<file path="src/rtl/twobit_counter_pkg.sv">
// Shared constants for the two-bit digit-select counter and its prescaler.
// Holds the default step divisor, the counter width and the active-low anode codes.
package twobit_counter_pkg;

    localparam int DEFAULT_DIV = 1;
    localparam int CNT_W       = 2;

    localparam logic [3:0] AN_0 = 4'b1110;
    localparam logic [3:0] AN_1 = 4'b1101;
    localparam logic [3:0] AN_2 = 4'b1011;
    localparam logic [3:0] AN_3 = 4'b0111;

    function automatic logic [3:0] an_decode(input logic [CNT_W-1:0] v);
        logic [3:0] an;
        an = AN_0;
        unique case (v)
            2'd0: an = AN_0;
            2'd1: an = AN_1;
            2'd2: an = AN_2;
            2'd3: an = AN_3;
        endcase
        return an;
    endfunction

endpackage

</file>
<file path="src/rtl/twobit_counter_prescaler.sv">
// Enable-gated modulo-DIV prescaler; tick is high on the enabled clock that
// completes a DIV-cycle period.
module twobit_counter_prescaler
    import twobit_counter_pkg::*;
#(
    parameter int DIV = DEFAULT_DIV
)
(
    input  logic clk,
    input  logic rst_n,
    input  logic en,
    input  logic clr,
    output logic tick
);

    localparam int            PW   = (DIV > 1) ? $clog2(DIV) : 1;
    localparam logic [PW-1:0] LAST = PW'(DIV - 1);

    logic [PW-1:0] r_pre;
    logic          w_last;

    assign w_last = (r_pre == LAST);
    assign tick   = en && w_last;

    // With DIV=1 LAST is 0, so the count never leaves 0 and every enabled clock ticks.
    always_ff @(posedge clk or negedge rst_n) begin
        if (!rst_n) begin
            r_pre <= '0;
        end else if (clr) begin
            r_pre <= '0;
        end else if (en) begin
            if (w_last)
                r_pre <= '0;
            else
                r_pre <= r_pre + PW'(1);
        end
    end

endmodule

</file>
<file path="src/rtl/twobit_counter.sv">
// Two-bit up/down digit-select counter with prescaled stepping, synchronous
// clear, registered wrap pulse and active-low one-hot anode decode.
module twobit_counter
    import twobit_counter_pkg::*;
#(
    parameter int DIV = DEFAULT_DIV
)
(
    input  logic             clk,
    input  logic             rst_n,
    input  logic             en,
    input  logic             up,
    input  logic             clr,
    output logic [CNT_W-1:0] r,
    output logic [3:0]       an,
    output logic             wrap
);

    logic [CNT_W-1:0] r_cnt;
    logic             r_wrap;
    logic             w_tick;

    twobit_counter_prescaler #(
        .DIV (DIV)
    ) u_prescaler (
        .clk   (clk),
        .rst_n (rst_n),
        .en    (en),
        .clr   (clr),
        .tick  (w_tick)
    );

    // Clear wins over a coincident step and never raises wrap.
    always_ff @(posedge clk or negedge rst_n) begin
        if (!rst_n) begin
            r_cnt  <= '0;
            r_wrap <= 1'b0;
        end else if (clr) begin
            r_cnt  <= '0;
            r_wrap <= 1'b0;
        end else if (w_tick) begin
            if (up) begin
                r_cnt  <= r_cnt + 2'd1;
                r_wrap <= (r_cnt == 2'd3);
            end else begin
                r_cnt  <= r_cnt - 2'd1;
                r_wrap <= (r_cnt == 2'd0);
            end
        end else begin
            r_wrap <= 1'b0;
        end
    end

    assign r    = r_cnt;
    assign wrap = r_wrap;
    assign an   = an_decode(r_cnt);

endmodule

</file>
<file path="config.mk">
export PLATFORM = sky130hd
export DESIGN_NAME = twobit_counter
export DESIGN_NICKNAME = d
export VERILOG_FILES = /design/src/rtl/twobit_counter_pkg.sv /design/src/rtl/twobit_counter_prescaler.sv /design/src/rtl/twobit_counter.sv
export SDC_FILE = /design/constraint.sdc
export NUM_CORES = 1
export LEC_CHECK = 0
export ABC_AREA = 1
export BUFFER_PORTS_ARGS = -buffer_cell sky130_fd_sc_hd__buf_2
export CAP_MARGIN = 40
export CORE_AREA = 2 2 39 41
export CTS_CLUSTER_SIZE = 40
export DETAILED_ROUTE_END_ITERATION = 12
export DIE_AREA = 0 0 41 43
export SYNTH_ARGS = -nofsm -noshare
export SYNTH_HDL_FRONTEND = slang
export SYNTH_SLANG_ARGS = --single-unit
</file>
<file path="constraint.sdc">
create_clock -name clk -period 1.5 [get_ports clk]
set_input_delay 0.15 -clock clk [delete_from_list [all_inputs] [get_ports clk]]
set_output_delay 0.15 -clock clk [all_outputs]
set_load 0.01 [all_outputs]
</file>
==> results.md <==
* Total negative setup slack at 0 ps
* Final Slew Violations at 0
* Max incr delay on CP at 480 ps
* Sequential share of the synthesized area at 0.3046
* Worst hold path class: input pin to flip-flop
* Layout cells sized above 1 at 0.3333
* R2r startpoint: r[0]
* Largest cells by area after synthesis: dfrtp_1 (30%), ha_1 (30%), inv_1 (15%)
* Worst-Skew Late Latency at 230 ps
* Ys Warns at 0
* Met2 routed WL at 182 um
* Most frequent CP cell: inv_1
* Core area at 0.001384 mm^2
* Crit. Startpoint: r[0]
* Via count at 225
* Hold Path Origin: up
* Worst R2R End: r[1]
* Die width at 41 um
* Achievable Freq at 0.7381 GHz
* CP endpoint kind: output pin
* Worst Skew at 1.858 ps
* Vias per cell at 3.516
* First-pass DRT Iterations at 2
* Synth Cell Area at 246.5 um^2
* CTS tree: done
* TritonCTS Sinks at 3
* DRT Wirelength at 429 um
* Root Driver: clkbuf_4
* Syn_nets at 43
* Leading area contributor after synthesis: dfrtp_1
* Clk slew on worst S/H paths at 40 ps
* WP data required at 1350 ps
* PwrDens at 863.2 mW/mm^2
* Slowest library cell on the worst path: dfrtp_1
* H-tree depth at 1
* Full die area at 0.001763 mm^2
* Grt ovf at 0
* CP max FO at 7
* Clock power frac at 0.464
* N_diodes at 0
* CTS buffer count at 3
* Detail Route met3 WL at 41 um
* Uppermost layer routed: met4
* Antenna violations before repair at 0
* R2r worst-path depth at 6
* DRC at 0
* Post-CTS sizing at 0
* P_leak at 0.2121 nW
* Type of the worst setup path: flip-flop to output pin
* Placement Setup Slack at 262.6 ps
* WP buf/inv at 3
* Fin area at 357.8 um^2
* Setup Viol. Count Final at 0
* Psw at 0.09132 mW
* Min Tclk post-route at 1355 ps
* Gr usage total at 0.05841
* Sw Share at 0.2956
* Final period util at 0.9032
* Final HPWL DP at 342.8 um
* IO Pins at 12
* Area grow syn2layout at 45.18%
* Post-CTS Setup Bufs at 0
* Port bufs at 11
* DIE HEIGHT at 43 um
* CP Cell Sequence: inv_1 > ha_1 > inv_1 > buf_2
* Sequential power share at 0.314
* Wire per inst at 6.703 um
* Starting Density at 0.1781
* Status: completed
* Slew margin rel. at 0.8253
* Synth top area share at 0.3046
* Delay-heaviest family, CP: flip-flops
* Final WS setup at 145.2 ps
* Hold_buf cts at 1
* Largest net degree at the start of global routing at 8
* Vias in the first global route at 162
* Critical Path AT at 1200 ps
* Post-synthesis cell count at 32
* Seq cells post-synth at 3
* Slew at the pin closest to its max-slew limit at 262.1 ps
* Routability cong. at 0.6801
* Layout Nets at 60
* Int Pwr at 0.2176 mW
* Worst Hold Path Cells at 3
* CTS max path bufs at 2
* Layout fillers at 162
* Dpl cell area at 321.6 um^2
* CP startpoint kind: flip-flop
* Logic pwr share at 0.222
* First-pass GRT wire length at 607 um
* Post-route ant nets at 0
* WHS Endpoint: wrap
* Cell Rows at 14
* Syn avg cell area at 7.703 um^2
* Cell variety after synth at 9
* Maximum vdd drop at 192.4 uV
* R2R setup slack at 260 ps
* Max cap viols at 0
* Iter 0 DRT Violations at 1
* RSZ-0062 raised after global routing: no
* Final Hold Viols at 0
* Met1 WL at 189 um
[sequential cells by signal, summed over array words and instances, names as in the netlist]
signal  count
wrap        1
r           2
[cells by family (layout without fill, tap and decap cells)]
family	Yosys count	after routing	share of synthesized area
AND/OR/NAND/NOR	11	11	0.1827
adder cells (fa/ha/maj)	6	6	0.3046
buffers and inverters	10	26	0.1523
AO/OA/AOI/OAI	2	2	0.05582
flip-flops	3	3	0.3046
[worst min-delay path: cells and delay by family]
| kind | cells | cell delay (ps) |
|---|---|---|
| buf+inv | 1 | 110 |
| simple gates | 1 | 60 |
| compound gates | 1 | 60 |
[synth_stat cells]
master,instances
dfrtp_1,3
nand2_1,8
nor2_1,1
nand3_1,1
o21ai_2,1
a21oi_1,1
inv_1,10
ha_1,6
nor2_2,1
[worst max path at each step]
stage,end,cells past startpoint,slack [ps]
2_1_floorplan,r[1],6,290
3_3_place_gp,r[1],6,260
3_5_place_dp,r[1],6,260
4_1_cts,an[2],4,140
5_1_grt,an[2],4,60
6_report,an[2],4,150
[metal layers]
metal	up-vias	GRT usage
met5	-	0
met3	2	0.01571
met2	11	0.05938
met4	0	0.1000
met1	90	0.06818
li1	122	-
[cell type report]
type	instances	area, um^2	share of cell area
clock buffer	4	26.28	0.07343
multi-input combinational	19	133.9	0.3741
inverter	10	37.54	0.1049
tap	16	20.02	0.05594
sequential	3	75.07	0.2098
timing repair buffer	12	65.06	0.1818
[per-stage QoR]
step | utilization | power [mW] | std cells | hold WS (ps)
floorplan | - | 0.1360 | 32 | -145.6
global placement | 0.2324 | 0.1650 | 59 | -53.73
detailed placement | 0.2324 | 0.1655 | 59 | -52.86
CTS | 0.2586 | 0.3186 | 64 | 189.6
global route | 0.2586 | 0.3408 | 64 | 201.9
finish | 0.2586 | 0.3089 | 64 | 194.1
[power by group through the flow]
stage | Combinational (mW) | Sequential [mW] | Clock (mW)
floorplan | 0.0368 | 0.0992 | 0
global placement | 0.0667 | 0.0983 | 0
detailed placement | 0.0674 | 0.0982 | 0
CTS | 0.0700 | 0.0971 | 0.152
global route | 0.0799 | 0.0983 | 0.163
finish | 0.0687 | 0.0969 | 0.143
[layout by cell type (no fill, tap or decap), drive strengths merged]
| cell | count |
|---|---|
| a21oi | 1 |
| buf | 11 |
| clkbuf | 4 |
| dfrtp | 3 |
| dlygate4sd3 | 1 |
| ha | 6 |
| inv | 10 |
| nand2 | 8 |
| nand3 | 1 |
| nor2 | 2 |
| o21ai | 1 |
Power figures use the tool's default switching activity.
